**config.mk**
```make
export PLATFORM = sky130hd
export DESIGN_NAME = mem_arbiter
export DESIGN_NICKNAME = d
export VERILOG_FILES = /design/src/rtl/mem_arb_pkg.sv /design/src/rtl/arb_starve_counter.sv /design/src/rtl/mem_arbiter.sv
export SDC_FILE = /design/constraint.sdc
export NUM_CORES = 1
export LEC_CHECK = 0
export BUFFER_PORTS_ARGS = -buffer_cell sky130_fd_sc_hd__buf_2
export CORE_AREA = 2 2 105 107
export DETAILED_ROUTE_END_ITERATION = 10
export DIE_AREA = 0 0 107 109
export PLACE_DENSITY = 0.57
export SYNTH_ARGS = -nofsm -noshare
export SYNTH_HDL_FRONTEND = slang
export SYNTH_SLANG_ARGS = --single-unit
```
**constraint.sdc**
```tcl
create_clock -name clk -period 1.7 [get_ports clk]
set_input_delay 0.34 -clock clk [delete_from_list [all_inputs] [get_ports clk]]
set_output_delay 0.34 -clock clk [all_outputs]
set_load 0.05 [all_outputs]
```
**src/rtl/mem_arb_pkg.sv**
```systemverilog
// Shared types and default widths for the IF/MEM memory arbiter.
package mem_arb_pkg;

    localparam int DEF_ADDR_W = 32;
    localparam int DEF_DATA_W = 32;

    typedef enum logic {
        IDLE = 1'b0,
        BUSY = 1'b1
    } arb_state_t;

    typedef enum logic [1:0] {
        OWN_NONE = 2'd0,
        OWN_IF   = 2'd1,
        OWN_DM   = 2'd2
    } owner_t;

endpackage

```
**src/rtl/arb_starve_counter.sv**
```systemverilog
// Saturating count of issue slots in which a waiting fetch lost to data.
// Clear takes precedence over increment.
module arb_starve_counter #(
    parameter int LIMIT = 4
) (
    input  logic clk,
    input  logic rst,
    input  logic inc_i,
    input  logic clr_i,
    output logic at_limit_o
);

    localparam int CW = $clog2(LIMIT + 1);
    localparam logic [CW-1:0] MAX = CW'(LIMIT);

    logic [CW-1:0] count_q, count_d;

    // NOTE: every variable written in always_comb gets a default first, so no path can infer a latch.
    always_comb begin
        count_d = count_q;
        if (clr_i) begin
            count_d = '0;
        end else if (inc_i && (count_q != MAX)) begin
            count_d = count_q + CW'(1);
        end
    end

    // NOTE: state registers use non-blocking assignments so every flop samples pre-edge values.
    always_ff @(posedge clk) begin
        if (rst) begin
            count_q <= '0;
        end else begin
            count_q <= count_d;
        end
    end

    assign at_limit_o = (count_q == MAX);

endmodule

```
**src/rtl/mem_arbiter.sv**
```systemverilog
// Shares one fixed-latency single-port memory between IF fetch and MEM data access.
// Data wins by default; the starvation counter forces a fetch grant after repeated losses.
module mem_arbiter
    import mem_arb_pkg::*;
#(
    parameter int ADDR_W       = DEF_ADDR_W,
    parameter int DATA_W       = DEF_DATA_W,
    parameter int MEM_LATENCY  = 1,
    parameter int STARVE_LIMIT = 4
) (
    input  logic              clk,
    input  logic              rst,
    input  logic              if_req,
    input  logic [ADDR_W-1:0] if_addr,
    output logic              if_rvalid,
    output logic [DATA_W-1:0] if_rdata,
    input  logic              dm_req,
    input  logic              dm_we,
    input  logic [ADDR_W-1:0] dm_addr,
    input  logic [DATA_W-1:0] dm_wdata,
    output logic              dm_rvalid,
    output logic [DATA_W-1:0] dm_rdata,
    output logic              mem_req,
    output logic              mem_we,
    output logic [ADDR_W-1:0] mem_addr,
    output logic [DATA_W-1:0] mem_wdata,
    input  logic [DATA_W-1:0] mem_rdata,
    output logic              stall_if,
    output logic              stall_mem
);

    localparam int LW = $clog2(MEM_LATENCY + 1);
    localparam logic [LW-1:0] LAT = LW'(MEM_LATENCY);

    arb_state_t    state_q, state_d;
    owner_t        owner_q, owner_d, grant;
    logic          wr_q, wr_d;
    logic [LW-1:0] cnt_q, cnt_d;

    logic resp_cycle, issue_slot, if_elig, dm_elig;
    logic at_limit, starve_inc, starve_clr;

    // The response cycle doubles as an issue slot, giving back-to-back issue.
    assign resp_cycle = !rst && (state_q == BUSY) && (cnt_q == LW'(1));
    assign issue_slot = !rst && ((state_q == IDLE) || resp_cycle);

    assign if_rvalid = resp_cycle && (owner_q == OWN_IF);
    assign dm_rvalid = resp_cycle && (owner_q == OWN_DM);
    assign if_rdata  = if_rvalid ? mem_rdata : '0;
    assign dm_rdata  = (dm_rvalid && !wr_q) ? mem_rdata : '0;

    // A held request is masked in its own rvalid cycle so it is never re-issued.
    assign if_elig   = if_req && !if_rvalid;
    assign dm_elig   = dm_req && !dm_rvalid;
    assign stall_if  = if_req && !if_rvalid;
    assign stall_mem = dm_req && !dm_rvalid;

    always_comb begin
        grant = OWN_NONE;
        if (issue_slot) begin
            if (if_elig && (at_limit || !dm_elig)) begin
                grant = OWN_IF;
            end else if (dm_elig) begin
                grant = OWN_DM;
            end
        end
    end

    assign mem_req   = (grant != OWN_NONE);
    assign mem_we    = (grant == OWN_DM) && dm_we;
    assign mem_addr  = (grant == OWN_IF) ? if_addr : ((grant == OWN_DM) ? dm_addr : '0);
    assign mem_wdata = (grant == OWN_DM) ? dm_wdata : '0;

    assign starve_inc = issue_slot && if_elig && (grant == OWN_DM);
    assign starve_clr = (grant == OWN_IF) || !if_req;

    arb_starve_counter #(
        .LIMIT (STARVE_LIMIT)
    ) u_starve (
        .clk        (clk),
        .rst        (rst),
        .inc_i      (starve_inc),
        .clr_i      (starve_clr),
        .at_limit_o (at_limit)
    );

    always_comb begin
        state_d = state_q;
        owner_d = owner_q;
        wr_d    = wr_q;
        cnt_d   = cnt_q;
        if (issue_slot) begin
            if (grant != OWN_NONE) begin
                state_d = BUSY;
                owner_d = grant;
                wr_d    = mem_we;
                cnt_d   = LAT;
            end else begin
                state_d = IDLE;
                owner_d = OWN_NONE;
                wr_d    = 1'b0;
                cnt_d   = '0;
            end
        end else if (state_q == BUSY) begin
            cnt_d = cnt_q - LW'(1);
        end
    end

    always_ff @(posedge clk) begin
        if (rst) begin
            state_q <= IDLE;
            owner_q <= OWN_NONE;
            wr_q    <= 1'b0;
            cnt_q   <= '0;
        end else begin
            state_q <= state_d;
            owner_q <= owner_d;
            wr_q    <= wr_d;
            cnt_q   <= cnt_d;
        end
    end

    a_no_issue_while_busy: assert property (@(posedge clk) disable iff (rst)
        ((state_q == BUSY) && !resp_cycle) |-> !mem_req);

    a_single_rvalid: assert property (@(posedge clk) disable iff (rst)
        !(if_rvalid && dm_rvalid));

    a_if_held: assert property (@(posedge clk) disable iff (rst)
        (if_req && !if_rvalid) |=> (if_req && $stable(if_addr)));

    a_dm_held: assert property (@(posedge clk) disable iff (rst)
        (dm_req && !dm_rvalid) |=>
        (dm_req && $stable(dm_we) && $stable(dm_addr) && $stable(dm_wdata)));

endmodule

```
* After elaboration in Yosys (flattened, before gate mapping)
Cells that the tools add are included.
** Storage, ports and cells
- Output and inout port bits :: 134
- Register bits after elaboration :: 8
** Cells by class
- Add/subtract/negate cells :: 2
- Reduce and logical (&&, ||, !) cells :: 25
- Muxes and demuxes :: 13
- Eq/ne operators :: 6
- Bitwise gates (word level) :: 1
** Operator list (number)
- $mux W32 :: 5
- $logic_and A1 B1 Y1 :: 13
- $mux W2 :: 4
- $logic_not A1 Y1 :: 6
- $eq A2 B1 Y1 const B :: 2
- $eq A2 B2 Y1 const B :: 2
- $mux W1 :: 4
- $reduce_bool A2 Y1 :: 2
- $add A3 B1 Y3 const B :: 1
- $eq A3 B3 Y1 const B :: 1
- $logic_or A1 B1 Y1 :: 3
- $ne A3 B3 Y1 const B :: 1
- $reduce_or A2 Y1 :: 1
- $not A1 Y1 :: 1
- $sub A1 B1 Y1 const B :: 1

* Longest topological paths before layout
- Depth after elaboration :: 14
- Mapped depth :: 7

* Hierarchy
A second synthesis with hierarchy kept.
** Unflattened totals
- Cells, all modules :: 275
- Area, all modules :: 1755.4 um^2
** By module, submodules not included
- mem_arbiter :: cells an instance 257, instances 1, seq. area each 100.1 um^2, area an instance 1567.8 um^2
- arb_starve_counter :: cells an instance 18, instances 1, seq. area each 60.1 um^2, area an instance 187.7 um^2

* Worst setup path after synthesis
No wires, ideal clock.
- Kind :: flip-flop to output port
- From :: reg owner_q[0]
- To :: out mem_req
- Buffers on the path :: 1
- Slack :: -0.880 ns
- Cell stages (with the launch flop) :: 6
- Data required time :: 1.360 ns
- Data arrival time :: 2.240 ns
- Path through :: dfxtp_1 > nand2b_1 > o21a_1 > buf_2 > o21ba_2 > nor3_1
** On the way
- Longest elaborated chain between the ends :: 10
- Elaborated cells on any way between the ends :: 15
** Ends and longest elaborated chain
- start: declaration :: RTL line mem_arbiter.sv:36 : owner_t owner_q, owner_d, grant;
- start signal: assignment :: RTL line mem_arbiter.sv:117 : owner_q <= owner_d;
- $eq A2 B2 Y1 * :: RTL line mem_arbiter.sv:48 : assign dm_rvalid = resp_cycle && (owner_q == OWN_DM);
- $logic_and A1 B1 Y1 * :: RTL line mem_arbiter.sv:48
- $logic_not A1 Y1 *
- $logic_and A1 B1 Y1 *
- via stall_mem :: RTL line mem_arbiter.sv:29 : output logic stall_mem
- $logic_not A1 Y1 :: RTL line mem_arbiter.sv:61 : if (if_elig && (at_limit || !dm_elig)) begin
- $logic_or A1 B1 Y1 :: RTL line mem_arbiter.sv:61
- $logic_and A1 B1 Y1 :: RTL line mem_arbiter.sv:61
- $mux W2 * :: RTL line mem_arbiter.sv:61
- $mux W2 * :: RTL line mem_arbiter.sv:60 : if (issue_slot) begin
- $reduce_bool A2 Y1 * :: RTL line mem_arbiter.sv:69 : assign mem_req = (grant != OWN_NONE);
- end: declaration :: RTL line mem_arbiter.sv:23 : output logic mem_req,
The timed path passes the listed nets; every way through them passes the cells marked *.

* Worst setup path in the final report
- From :: reg cnt_q
- To :: out mem_addr[4]
** On the way
- Longest elaborated chain between the ends :: 12
- Elaborated cells on any way between the ends :: 19
** Ends and longest elaborated chain
- start: declaration :: RTL line mem_arbiter.sv:38 : logic [LW-1:0] cnt_q, cnt_d;
- start signal: assignment :: RTL line mem_arbiter.sv:119 : cnt_q <= cnt_d;
- $logic_and A1 B1 Y1 * :: RTL line mem_arbiter.sv:44 : assign resp_cycle = !rst && (state_q == BUSY) && (cnt_q == LW'(1));
- $logic_and A1 B1 Y1 :: RTL line mem_arbiter.sv:48
- $logic_not A1 Y1 :: RTL line mem_arbiter.sv:54 : assign dm_elig = dm_req && !dm_rvalid;
- $logic_and A1 B1 Y1 :: RTL line mem_arbiter.sv:54
- $logic_not A1 Y1 :: RTL line mem_arbiter.sv:61
- $logic_or A1 B1 Y1 :: RTL line mem_arbiter.sv:61
- $logic_and A1 B1 Y1 :: RTL line mem_arbiter.sv:61
- $mux W2 :: RTL line mem_arbiter.sv:61
- $mux W2 * :: RTL line mem_arbiter.sv:60
- $eq A2 B2 Y1 :: RTL line mem_arbiter.sv:71 : assign mem_addr = (grant == OWN_IF) ? if_addr : ((grant == OWN_DM) ? dm_addr : '0);
- $mux W32 :: RTL line mem_arbiter.sv:71
- $mux W32 * :: RTL line mem_arbiter.sv:71
- end: declaration :: RTL line mem_arbiter.sv:25 : output logic [ADDR_W-1:0] mem_addr,
Mark *: on every way between the ends. The rest lies on a longest branch, timed or not.

==> results.md <==
- Status: finished with violations
- Failing checks: negative setup slack
- DP HPWL: 6330 um
- Unrepaired setup endpoints after global routing: true
- Synth Flop Type: dfxtp_1
- PortBufs: 266
- Non-filler cells, final: 639
- Largest net degree at the start of global routing: 19
- Gate Count Post-Synth: 195
- Worst r2r src: u_starve.count_q[1]
- Leading area contributor after synthesis: and2_1
- Synth top cells by count: and2_1 (97), a22o_1 (32), dfxtp_1 (8)
- Setup slack after layout: -0.478 ns
- WL final: 10600 um
- Die Span X: 107 um
- Die area: 0.0117 mm^2
- Hold Crit Start: dm_we
- Worst R2R Setup Slack: 0.12 ns
- Max cap viols: 0
- CTS tree: yes
- Global-route wire length before repair: 13800 um
- Tcrit/Tclk final: 128%
- Clock root buffer: clkbuf_8
- Delay-heaviest family, CP: compound AO/OA/AOI/OAI gates
- Total track usage: 15.0%
- R2R Path End: wr_q
- Share of layout cells above drive strength 1: 95.0%
- Power Density: 290 mW/mm^2
- DR DRC count: 0
- Max Slew Vio Count: 0
- Post-route ant nets: 0
- Worst-path fanout max: 4
- Share of the synthesized area in the top cell type: 41.8%
- WL per Instance: 16.6 um
- Crit path cell chain: nand3b_4 -> nor3b_4 -> buf_6 -> o311a_4 -> clkbuf_16 -> a22o_4 -> buf_8
- Vias per cell: 4.23
- Num CTS Buffers: 3
- Fmax: 459 MHz
- Largest cells by area after synthesis: and2_1 (42%), a22o_1 (19%), dfxtp_1 (11%)
- Skew final: 0.00308 ns
- Avg Cell Area, Syn: 7.45 um^2
- Syn-to-layout area delta: 278%
- Worst Tran Pin Value: 0.374 ns
- Vias: 2700
- Peak VDD IR: 271 uV
- Yosys reg bits: 8
- Total clock sinks: 8
- TritonRoute pass-1 iters: 4
- Dpl cells: 610
- Post-synth EDFFs: 0
- Hold Violations, Final: 0
- Vias in the first global route: 2705
- Synth async-reset ratio: 0%
- Placer congestion estimate: 0.797
- Clock transition at path regs: 0.04 ns
- # nets final: 636
- Leakage: 2.76 nW
- Mapped Area: 0.00145 mm^2
- Clk Latency, worst-skew pair: 0.23 ns
- Hold WC Path Type: in -> reg
- I/O pin count: 267
- Seq/Total Area, Yosys: 11.0%
- Antenna Cells: 0
- Die height: 109 um
- CP peak stage delay: 0.41 ns
- Minimum clock period: 2.18 ns
- Fin Setup TNS: -44.40 ns
- Type of the worst setup path: reg -> out
- H-tree Lvls: 1
- CP Buf/Inv Count: 3
- Cell row count: 38
- WP data required: 1.36 ns
- CP Launch Type: register
- Setup violations, final: 132
- Setup crit end kind: output port
- Fill count: 900
- Max Root-Sink Buffers: 2
- Initial antenna violation count: 0
- Synthesis warning total: 0
- Grt ovf: 0
- Total core area: 0.0106 mm^2
- Initial Util: 13.7%
- Top-count cell post-synth: and2_1
- Unique cell type count in the Yosys netlist: 31
- Worst path slowest cell: o311a_4
- Critical path arrival: 1.84 ns
- Syn_nets: 330
- Slew headroom: 75.1%
- Total Power: 0.00159 W
- WHS Path Cells: 2
- Path depth of the worst reg2reg path: 7
- CP Depth: 7
- CTS Hold Bufs: 0
- Hold endpoint: wr_q
- DRT iter0 DRCs: 100
## kinds of logic (layout without fill, tap and decap cells)
family / after synthesis / in the layout / share of synthesized area [%]
xor+xnor: 1 / 1 / 0.603
fa+ha+maj: 2 / 2 / 1.72
compound gates: 45 / 46 / 27.6
simple gates: 116 / 116 / 50.2
buf+inv: 23 / 326 / 8.79
flops: 8 / 8 / 11.0
## per-layer routing
layer  vias up  GRT usage [%]  share of wire [%]
met5         -              0                  0
met2       153           29.9                 56
met3         9           2.51                6.5
met4         0           2.97               0.75
li1       1285              -                  -
met1      1253           16.7                 37
## where the power goes
| group | leakage, nW | internal [W] | switching [W] |
|---|---|---|---|
| Clock | 0.0216 | 0.000153 | 0.0000756 |
| Sequential | 0.0686 | 0.000196 | 0.0000113 |
| Combinational | 2.67 | 0.000559 | 0.000598 |
## layout make-up
| type | instances | area [um^2] | share of cell area (%) |
|---|---|---|---|
| Clock buffer | 3 | 41.3 | 0.752 |
| Timing Repair Buffer | 317 | 3290 | 59.8 |
| Tap cell | 140 | 175 | 3.19 |
| Sequential cell | 8 | 175 | 3.19 |
| Inverter | 6 | 22.5 | 0.410 |
| Multi-Input combinational cell | 165 | 1790 | 32.6 |
## sequential cells by signal, indices dropped and copies added (netlist names)
register and count:
u_starve.count_q 3, owner_q 2, cnt_q 1, state_q 1
wr_q 1
## what timing repair did
item,CTS,global route
buffers inserted,9,3
resized for setup,367,101
setup endpoints to repair,133,132
gates cloned,8,10
pin swaps,25,50
## cell usage in the layout (no fill, tap or decap), types with 2 or more instances in the layout
master and n:
buf_2 134, buf_8 116, and2_4 97, buf_4 33
a22o_4 31, buf_6 15, clkbuf_16 8, buf_12 6
buf_16 5, inv_1 3, inv_2 3, nor2_1 3
clkbuf_8 3, dfxtp_4 3, dfxtp_2 3, nor3_4 2
o311a_4 2, nand2_1 2, a21oi_1 2, dfxtp_1 2
## through the flow
stage | hold WS, ns | worst slack [ns] | util [%] | cell area, um^2
finish | 0.381 | -0.478 | 51.8 | 5490
global route | 0.379 | -0.535 | 51.8 | 5490
CTS | 0.380 | -0.518 | 47.3 | 5020
detailed placement | 0.503 | -0.448 | 33.5 | 3550
global placement | 0.485 | -0.383 | 33.5 | 3550
floorplan | 0.402 | -0.156 | - | 1940
## worst max path at each step
stage | from | endpoint | slack [ns]
floorplan | rst | mem_wdata[18] | -0.16
global placement | rst | mem_addr[1] | -0.38
detailed placement | rst | mem_addr[0] | -0.45
CTS | u_starve.count_q[1] | mem_addr[16] | -0.52
global route | u_starve.count_q[1] | mem_addr[18] | -0.54
finish | cnt_q | mem_addr[4] | -0.48
(Power assumes the default switching activity.)
